<file path="src/rtl/conv213_pkg.sv">
// Shared definitions for the (2,1,3) convolutional code.
// Encoder and decoder both import this package so the generators live in one place.
package conv213_pkg;

  localparam int N = 2;
  localparam int K = 1;
  localparam int M = 3;

  // MSB of each generator taps the current input bit, lower bits tap older bits
  localparam logic [M:0] G0 = 4'b1111;
  localparam logic [M:0] G1 = 4'b1101;

  typedef enum logic [1:0] {
    IDLE,
    DATA,
    TAIL,
    DRAIN
  } state_t;

  // Code symbol for input bit u and shift register s (s[0] is the most recent bit)
  function automatic logic [N-1:0] parity(input logic u, input logic [M-1:0] s);
    logic [M:0] w;
    w[M] = u;
    for (int i = 0; i < M; i++) begin
      w[M-1-i] = s[i];
    end
    return {^(w & G0), ^(w & G1)};
  endfunction

endpackage

</file>
<file path="src/rtl/conv_enc_213.sv">
// Frame-based (2,1,3) convolutional encoder with zero-tail termination.
// Each frame carries FRAME_LEN info bits followed by M zero tail bits so the
// trellis always ends in state 0.
// Optional build macro ERR_INJECT_EN: XORs err_mask into every loaded symbol.
module conv_enc_213
  import conv213_pkg::*;
#(
  parameter int FRAME_LEN = 12
) (
  input  logic         clock,
  input  logic         reset,
  input  logic         start,
  input  logic [K-1:0] Dx,
  input  logic         din_valid,
  output logic         din_ready,
  output logic [N-1:0] Tx,
  output logic         oe,
  input  logic         tx_ready,
  output logic         tx_last,
  output logic         busy,
  input  logic [N-1:0] err_mask
);

  state_t       state;
  state_t       next_state;
  logic [M-1:0] s_reg;
  logic [7:0]   count;
  logic         slot_free;
  logic         produce;
  logic         last_sym;
  logic         u;
  logic [N-1:0] sym_out;

  assign slot_free = !oe || tx_ready;
  assign busy      = (state != IDLE);

`ifdef ERR_INJECT_EN
  assign sym_out = parity(u, s_reg) ^ err_mask;
`else
  logic unused_err_mask;
  assign unused_err_mask = ^err_mask;
  assign sym_out = parity(u, s_reg);
`endif

  // Next-state decode plus the per-cycle "produce a symbol" decision
  always_comb begin
    next_state = state;
    produce    = 1'b0;
    last_sym   = 1'b0;
    u          = 1'b0;
    din_ready  = 1'b0;
    case (state)
      IDLE: begin
        if (start) next_state = DATA;
      end
      DATA: begin
        din_ready = slot_free;
        if (din_valid && slot_free) begin
          produce = 1'b1;
          u       = Dx[0];
          if (count == 8'(FRAME_LEN - 1)) next_state = TAIL;
        end
      end
      TAIL: begin
        if (slot_free) begin
          produce = 1'b1;
          if (count == 8'(M - 1)) begin
            last_sym   = 1'b1;
            next_state = DRAIN;
          end
        end
      end
      DRAIN: begin
        if (oe && tx_ready && tx_last) next_state = IDLE;
      end
      default: next_state = IDLE;
    endcase
  end

  // State register, shift register and per-phase bit counter
  always_ff @(posedge clock or negedge reset) begin
    if (!reset) begin
      state <= IDLE;
      s_reg <= '0;
      count <= '0;
    end else begin
      state <= next_state;
      if (state == IDLE && start) begin
        s_reg <= '0;
        count <= '0;
      end else if (produce) begin
        s_reg <= {s_reg[M-2:0], u};
        count <= (next_state != state) ? 8'd0 : count + 8'd1;
      end
    end
  end

  // Single-entry output register; holds while downstream stalls
  always_ff @(posedge clock or negedge reset) begin
    if (!reset) begin
      Tx      <= '0;
      oe      <= 1'b0;
      tx_last <= 1'b0;
    end else if (produce) begin
      Tx      <= sym_out;
      oe      <= 1'b1;
      tx_last <= last_sym;
    end else if (oe && tx_ready) begin
      oe      <= 1'b0;
      tx_last <= 1'b0;
    end
  end

endmodule

</file>
<file path="config.mk">
export PLATFORM = sky130hd
export DESIGN_NAME = conv_enc_213
export DESIGN_NICKNAME = d
export VERILOG_FILES = /design/src/rtl/conv213_pkg.sv /design/src/rtl/conv_enc_213.sv
export SDC_FILE = /design/constraint.sdc
export NUM_CORES = 1
export LEC_CHECK = 0
export ABC_AREA = 1
export ABC_CLOCK_PERIOD_IN_PS = 1800
export CAP_MARGIN = 30
export CORE_ASPECT_RATIO = 1.25
export CORE_MARGIN = 5
export CORE_UTILIZATION = 45
export DETAILED_ROUTE_END_ITERATION = 10
export DONT_BUFFER_PORTS = 1
export GPL_ROUTABILITY_DRIVEN = 0
export SETUP_SLACK_MARGIN = 0.1
export SLEW_MARGIN = 20
export SYNTH_ARGS = -nofsm -noshare
export SYNTH_HDL_FRONTEND = slang
export SYNTH_SLANG_ARGS = --single-unit
export TNS_END_PERCENT = 100
</file>
<file path="constraint.sdc">
create_clock -name clock -period 1.8 [get_ports clock]
set_input_delay 0.36 -clock clock [delete_from_list [all_inputs] [get_ports clock]]
set_output_delay 0.36 -clock clock [all_outputs]
set_load 0.02 [all_outputs]
</file>
Word level (Yosys, flattened, before mapping)
Cells that the tools add are included.
{"block": "op_classes", "n_mux": 24, "eq_ne": 6, "reduce_logical": 12, "add_sub_neg": 1}
{"cell": "$mux W8", "n": 3}
{"cell": "$mux W2", "n": 6}
{"cell": "$mux W1", "n": 11}
{"cell": "$add A8 B1 Y8 const B", "n": 1}
{"cell": "$eq A8 B2 Y1 const B", "n": 1}
{"cell": "$eq A8 B4 Y1 const B", "n": 1}
{"cell": "$pmux W2 S4", "n": 1}
{"cell": "$reduce_xor A4 Y1", "n": 2}
{"cell": "$mux W3", "n": 2}
{"cell": "$reduce_bool A2 Y1", "n": 3}
{"cell": "$eq A2 B2 Y1 const B", "n": 2}
{"cell": "$logic_and A1 B1 Y1", "n": 4}
{"cell": "$eq A2 B1 Y1 const B", "n": 1}
{"cell": "$logic_not A2 Y1", "n": 1}
{"cell": "$ne A2 B2 Y1", "n": 1}
{"cell": "$pmux W1 S2", "n": 1}
{"cell": "$logic_not A1 Y1", "n": 1}
{"cell": "$logic_or A1 B1 Y1", "n": 1}
{"block": "totals", "regBits": 17, "elab_cells": 49}

Logic depth before layout (Yosys ltp)
Gate-level depths: netlist of run 1.
{"block": "depth", "depth_word": 9, "mapped_depth": 12, "depth_no_buf": 12}

Least setup slack after synthesis of run 1
Ideal clock, no wire load.
{"block": "synth_timing", "path_kind": "register to register", "startpoint": "register state[1]", "endpoint": "register count[3]", "stages_incl_launch_ff": 13, "setup_ns": 0.065, "setup_slack_ns": 0.145, "required_time_ns": 1.735, "arrival_ns": 1.590, "cell_sequence": "dfrtp_1 inv_1 ha_1 inv_1 nor2_4 nand2_1 o21ai_2 nand2_4 clkinv_2 nand2_4 nor2_1 nand3_1 nand2_1"}
{"block": "synth_between", "elab_chain_cells": 7, "word_cells_on_any_way": 18}
{"element": "start, declared", "line_no": "conv_enc_213.sv:24", "text": "state_t state;"}
{"element": "start signal, assigned", "line_no": "conv_enc_213.sv:87", "text": "state <= next_state;"}
{"element": "$mux W2 (on tied branches)", "line_no": "conv_enc_213.sv:67, conv_enc_213.sv:61"}
{"element": "$mux W2 (on tied branches)", "line_no": "conv_enc_213.sv:65, conv_enc_213.sv:58"}
{"element": "$pmux W2 S4", "line_no": "conv_enc_213.sv:52", "text": "case (state)"}
{"element": "$ne A2 B2 Y1", "line_no": "conv_enc_213.sv:93", "text": "count <= (next_state != state) ? 8'd0 : count + 8'd1;"}
{"element": "$mux W8", "line_no": "conv_enc_213.sv:93"}
{"element": "$mux W8", "line_no": "conv_enc_213.sv:91", "text": "end else if (produce) begin"}
{"element": "$mux W8", "line_no": "conv_enc_213.sv:88", "text": "if (state == IDLE && start) begin"}
{"element": "end signal, assigned", "line_no": "conv_enc_213.sv:93"}
{"element": "end, declared", "line_no": "conv_enc_213.sv:27", "text": "logic [7:0] count;"}
Several ways; a longest one is shown, not always the timed one. The select of a mux whose other input is x is not followed.
A chain may end at the register's enable or synchronous reset.

Worst setup path after layout of run 1
{"block": "layout_timing", "startpoint": "register state[1]", "endpoint": "output port din_ready"}
{"block": "layout_between", "elab_chain_cells": 2}
{"element": "$eq A2 B1 Y1", "line_no": "conv_enc_213.sv:52"}
{"element": "$mux W1", "line_no": "conv_enc_213.sv:52"}
{"element": "end, declared", "line_no": "conv_enc_213.sv:15", "text": "output logic din_ready,"}
No other way between the ends.

==> impl_metrics.ini, run 1 <==
[finish]
ff_latch_area_um2 = 429
largest_register_ffs = 8
syn2layout_area_growth_pct = 40.3
final_area_um2 = 1590
nets = 188
nFillCells = 200
finalNonFillerCells = 205
layout-drive-gt1-share_pct = 48.3
diodes = 0
multi_input_area_um2 = 831

[synthesis]
ys_seq_area_share_pct = 37.7
synth_top_family_by_area = simple AND/OR/NAND/NOR gates
syn_inst = 145
yosys-mux-area-fraction_pct = 0
synth_commonest_cells = nand2_1, nand3_1, dfrtp_1, nor2_1, inv_1
synthSimpleGateAreaFrac_pct = 36.3
synth_edf_count = 0
yosysMostFrequentCell = nand2_1
syn_area_um2 = 1130
synth_cell_types = 21
synth_area_leader_cell = dfrtp_1
avgSynthCellArea_um2 = 7.79
synthArstFlopShare_pct = 100
syn_nets = 160
synth_top_area_share_pct = 37.7
ys_top_cells_by_area = dfrtp_1, nand2_1, nand3_1
synthAdderAreaFrac_pct = 7.75
synth-main-ff-cell = dfrtp_1
synth-xor-area-share_pct = 6.20
ys_warn_count = 0
synth_compound_area_share_pct = 6.98
synth-seq-cells = 17

[clock_tree]
htreeDepth = 1
cts_num_sinks = 17
cts_root_buffer = clkbuf_4
cts_tree = done
cts.clk_slew.worst_paths_ps = 110
clockBufferDepth = 2
numCtsBuffers = 3
clk_latency_ps = 300

[critical_path]
worstSetupPathType = reg2out
crit_required_ps = 1440
crit_buf_inv = 3
cp-end-kind = primary output
reg2regPathDepth = 10
critical-path-top-delay-family = flip-flops
path_cells = inv_2 > ha_4 > inv_1 > nor2_4 > buf_6
timing.rr.start = state[1]$_DFF_PN0_
max_stage_delay_ps = 460
critical_path.slowest_cell = dfrtp_1
rrSetupSlack_ps = 90
cp-start-kind = flop
timing.rr.end = count[1]$_DFFE_PN0P_
arrival_ps = 1350
path_max_fanout = 3

[placement]
dp_hpwl_mm = 1.69
numPortBuffers = 0
detailed_place.area_um2 = 1200
dpl.cell_count = 182

[sta]
setup-violations-final = 0
hold_slack_ps = 185
finalMaxSlewViolations = 0
clock_skew_ps = 2.52
tightest_slew_ps = 841
grt_setup_unrepaired = true
max_freq_ghz = 0.584
max_slew_margin_pct = 43.7
period_minus_slack_ps = 1710
hold_viol_final = 0
fin_crit_sh_pct = 95.1
fin_tns_setup_ps = 0

[drt]
antenna_left = 0
first_iter_violations = 30
wl_met1_mm = 1.26
firstDrtPassIters = 4
wire_per_inst_um = 14.6
route.met3.wl_um = 164
wl_met2_mm = 1.50
viasPerCell = 5.32
vias = 1091
top_layer = met4
drt-total-wl_mm = 3.00
drc_errors = 0

[grt]
grt_pass1_wl_mm = 3.82
overflow = 0
antenna_found_initial = 0
track_usage_pct = 14.6
grt_pass1_vias = 907
grt_start_max_net_pins = 18

[pwr]
internal_power_uw = 1250
ir_drop_mv = 0.951
p_switching_uw = 1240
p_leak_uw = 0.000707
p_clk_share_pct = 8.9
combPwrFrac_pct = 69.0
seqPwrFrac_pct = 22.2
power_uw = 2490
power_density_nw_per_um2 = 1570
swShare_pct = 49.9

[floorplan]
coreArea_um2 = 2430
dieArea_um2 = 3620
die_w_um = 54.8
start_util_pct = 46.5
die_y_um = 66.0
ios = 14
rows = 20

[worst_hold_path]
hold_end = oe$_DFFE_PN0P_
hold_path.startpoint = tx_ready
whs_path_depth = 1
min_path_type = in2reg

[status]
outcome = complete, no violations

[flow_run]
drv_cap = 0
worst max path at each step:
stage                       startpoint                   end  slack, ps  cells past startpoint
global placement    state[0]$_DFF_PN0_  count[7]$_DFFE_PN0P_        130                     10
floorplan           state[1]$_DFF_PN0_  count[3]$_DFFE_PN0P_        150                     12
CTS                 state[1]$_DFF_PN0_             din_ready         90                      5
global route        state[1]$_DFF_PN0_  count[7]$_DFFE_PN0P_         10                     10
finish              state[1]$_DFF_PN0_             din_ready         90                      5
detailed placement  state[0]$_DFF_PN0_  count[5]$_DFFE_PN0P_        100                     10
what timing repair did:
action                                  4_1_cts  5_1_grt
pin swaps                                     0       19
endpoints found under the setup margin       10       13
endpoints found under the hold margin        17        0
buffers inserted                              3       15
cloned                                        0        0
hold buffers                                  1        0
resized for setup                             0       53
stage by stage:
stage / setup WS [ps] / utilization, %
2_1_floorplan: 145 / -
3_3_place_gp: 133 / 49.5
3_5_place_dp: 102 / 49.5
4_1_cts: 86.2 / 52.0
5_1_grt: 10.8 / 65.3
6_report: 88.6 / 65.3
worst register-to-register path, cell delays in order, from the launching register on:
cell and delay (ps):
dfrtp_1 460, buf_6 150, buf_4 140, ha_4 160, a21oi_2 130, nand2_2 80, nor2_4 140, o21bai_4 90
buf_12 150, nand3_1 70, nand2_1 50
metal layers:
layer	track usage [%]	vias to the layer above
li1	-	514
met1	17.6	534
met2	24.6	34
met3	2.03	9
met4	6.54	0
met5	0	-
logic make-up after synthesis:
kind of cell	Yosys count
AO/OA/AOI/OAI	12
XOR/XNOR	8
adder cells (fa/ha/maj)	7
buffers and inverters	15
flip-flops	17
AND/OR/NAND/NOR	86
area by class of cell:
| type | instances | share of cell area, % |
|---|---|---|
| Multi-Input combinational cell | 113 | 52.4 |
| Sequential cell | 17 | 27.1 |
| Timing Repair Buffer | 23 | 12.5 |
| Inverter | 15 | 3.63 |
| Tap cell | 33 | 2.60 |
| Clock buffer | 3 | 1.42 |
| Clock inverter | 1 | 0.316 |
placed cells by master, fill, tap and decap left out, drive strengths merged:
| master | instances |
|---|---|
| a21oi | 2 |
| a31oi | 1 |
| buf | 22 |
| clkbuf | 3 |
| clkinv | 2 |
| dfrtp | 17 |
| dlygate4sd3 | 1 |
| ha | 7 |
| inv | 14 |
| nand2 | 43 |
| nand3 | 20 |
| nand3b | 2 |
| nor2 | 21 |
| o21ai | 8 |
| o21bai | 1 |
| xnor2 | 2 |
| xor2 | 6 |
power groups by stage:
stage	clock network [uW]	registers, uW	logic (uW)
floorplan	0	550	762
global placement	0	550	993
detailed placement	0	556	1010
CTS	225	536	1080
global route	242	563	1830
finish	221	553	1720
Power figures use the tool's default switching activity.
==> run 2, diff against run 1 <==
--- a/config.mk
+++ b/config.mk
@@ -6,7 +6,6 @@
 export NUM_CORES = 1
 export LEC_CHECK = 0
 export ABC_AREA = 1
-export ABC_CLOCK_PERIOD_IN_PS = 1800
 export CAP_MARGIN = 30
 export CORE_ASPECT_RATIO = 1.25
 export CORE_MARGIN = 5
==> results of run 2 <==
Final layout, timing and power as in run 1 (identical DEF).
==> run 3, diff against run 2 <==
--- a/config.mk
+++ b/config.mk
@@ -5,7 +5,7 @@
 export SDC_FILE = /design/constraint.sdc
 export NUM_CORES = 1
 export LEC_CHECK = 0
-export ABC_AREA = 1
+export ABC_AREA = 0
 export CAP_MARGIN = 30
 export CORE_ASPECT_RATIO = 1.25
 export CORE_MARGIN = 5
==> impl_metrics.ini, run 3 <==
[clock_tree]
cts_num_sinks = 17
clockBufferDepth = 2
htreeDepth = 1
cts.clk_slew.worst_paths_ps = 110
cts_tree = done
clk_latency_ps = 300
numCtsBuffers = 3
cts_root_buffer = clkbuf_4

[synthesis]
synthArstFlopShare_pct = 100
syn_inst = 115
yosysMostFrequentCell = dfrtp_1
synth-seq-cells = 17
synth_cell_types = 42
synth_edf_count = 0
ys_seq_area_share_pct = 37.4
ys_top_cells_by_area = dfrtp_1, ha_1, a22o_1
synth_area_leader_cell = dfrtp_1
avgSynthCellArea_um2 = 9.90
synth_top_area_share_pct = 37.4
synth-main-ff-cell = dfrtp_1
synth_commonest_cells = dfrtp_1, nand2_1, ha_1
ys_warn_count = 0
syn_area_um2 = 1140
syn_nets = 130

[sta]
grt_setup_unrepaired = true
fin_crit_sh_pct = 111
max_slew_margin_pct = 44.0
setup-violations-final = 12
max_freq_ghz = 0.502
clock_skew_ps = 8.50
finalMaxSlewViolations = 0
tightest_slew_ps = 837
hold_viol_final = 0
setup_slack_ps = -192
period_minus_slack_ps = 1990

[worst_hold_path]
min_path_type = in2reg
hold_end = s_reg[2]$_DFFE_PN0P_
hold_path.startpoint = start
whs_path_depth = 1

[critical_path]
path_max_fanout = 8
cp-start-kind = flop
critical_path.slowest_cell = dfrtp_1
timing.rr.start = state[0]$_DFF_PN0_
arrival_ps = 2240
rrSetupSlack_ps = -190
reg2regPathDepth = 9
worstSetupPathType = reg2reg
crit_required_ps = 2050
cp-end-kind = flop
crit_top_cell = inv_2
path_cells = inv_2 > buf_6 > ha_2 > inv_2 > buf_4 > a2111oi_4 > o211ai_4 > o31ai_2 > a21o_1
timing.rr.end = count[5]$_DFFE_PN0P_
max_stage_delay_ps = 380

[drt]
viasPerCell = 5.63
firstDrtPassIters = 4
antenna_left = 0
wire_per_inst_um = 17.1
drt-total-wl_mm = 3.18
vias = 1047
drc_errors = 0
first_iter_violations = 27

[finish]
postLayoutCoreUtil_pct = 69.4
finalNonFillerCells = 186
final_cell_mix = buf_4, dfrtp_1, nand2_1
diodes = 0
final_area_um2 = 1680
syn2layout_area_growth_pct = 47.9
final_common_cell = buf_4
nets = 169
nFillCells = 193
layout-drive-gt1-share_pct = 49.0
largest_register_ffs = 8

[grt]
track_usage_pct = 19.8
grt_pass1_vias = 1165
grt_start_max_net_pins = 18
antenna_found_initial = 0
grt_pass1_wl_mm = 5.23
overflow = 0

[placement]
dp_hpwl_mm = 2.18
dpl.cell_count = 175
numPortBuffers = 0
detailed_place.area_um2 = 1440
pre_cts_ws_ps = -208

[floorplan]
dieArea_um2 = 3640
ios = 14
rows = 20
coreArea_um2 = 2430
die_y_um = 66.2
die_w_um = 55.0
start_util_pct = 46.9

[pwr]
ir_drop_mv = 0.709
power_density_nw_per_um2 = 1130
p_leak_uw = 0.000834

[status]
violations = negative setup slack
outcome = complete, but fails checks

[flow_run]
drv_cap = 0
[run 3: per-stage QoR]
step | total power (uW) | hold slack (ps) | setup TNS [ps]
2_1_floorplan | 1050 | 64.4 | -568
4_1_cts | 1770 | 127 | -1110
3_5_place_dp | 1390 | 65.0 | -1470
6_report | 1900 | 132 | -1320
5_1_grt | 1990 | 125 | -2460
3_3_place_gp | 1370 | 64.8 | -1070
[run 3: how the worst max path moves through the flow]
stage                             from                    to  depth (start not counted)
CTS                 state[0]$_DFF_PN0_  count[7]$_DFFE_PN0P_                          9
floorplan           state[1]$_DFF_PN0_  count[6]$_DFFE_PN0P_                          8
detailed placement  state[1]$_DFF_PN0_  count[6]$_DFFE_PN0P_                          7
global placement    state[1]$_DFF_PN0_  count[6]$_DFFE_PN0P_                          7
finish              state[0]$_DFF_PN0_  count[5]$_DFFE_PN0P_                          9
global route        state[0]$_DFF_PN0_  count[2]$_DFFE_PN0P_                          9
[run 3: report_power, final]
part / total (uW) / internal [uW] / switching (uW)
clock network: 220 / 86.2 / 134
registers: 484 / 430 / 54.6
logic: 1190 / 623 / 568
[run 3: kinds of logic after synthesis]
group	Yosys count	share of synthesized area, %
flip-flops	17	37.4
AND/OR/NAND/NOR	43	21.2
multiplexers	6	5.60
buffers and inverters	9	2.97
AO/OA/AOI/OAI	29	22.1
XOR/XNOR	4	3.08
adder cells (fa/ha/maj)	7	7.69
[run 3: layout make-up]
cell class	count	area [um^2]	area share, %
clock buffer	4	26.3	1.56
tap	33	41.3	2.45
inverter	5	18.8	1.11
timing repair buffer	38	323	19.2
multi-input combinational	89	850	50.4
sequential	17	425	25.3
[run 3: what timing repair did]
| item | 4_1_cts | 5_1_grt |
|---|---|---|
| resized for setup | 21 | 8 |
| hold buffers | 1 | 0 |
| endpoints found under the setup margin | 17 | 18 |
| setup buffers | 4 | 2 |
| endpoints found under the hold margin | 17 | 0 |
| pin swaps | 8 | 5 |
[run 3: worst max-delay path: cells and delay by family (launching register included)]
kind / cells / cell delay (ps)
AO/OA/AOI/OAI: 4 / 880
adder cells (fa/ha/maj): 1 / 300
buffers and inverters: 4 / 380
flip-flops: 1 / 380
[run 3: per-layer routing]
metal  global-route usage [%]  vias to the layer above  part of all wire, %
met5                        0                        -                    0
met4                     9.12                        0                 0.72
met3                     2.26                        2                  2.5
met2                     36.4                       10                   56
met1                     21.5                      534                   41
li1                         -                      501                    -
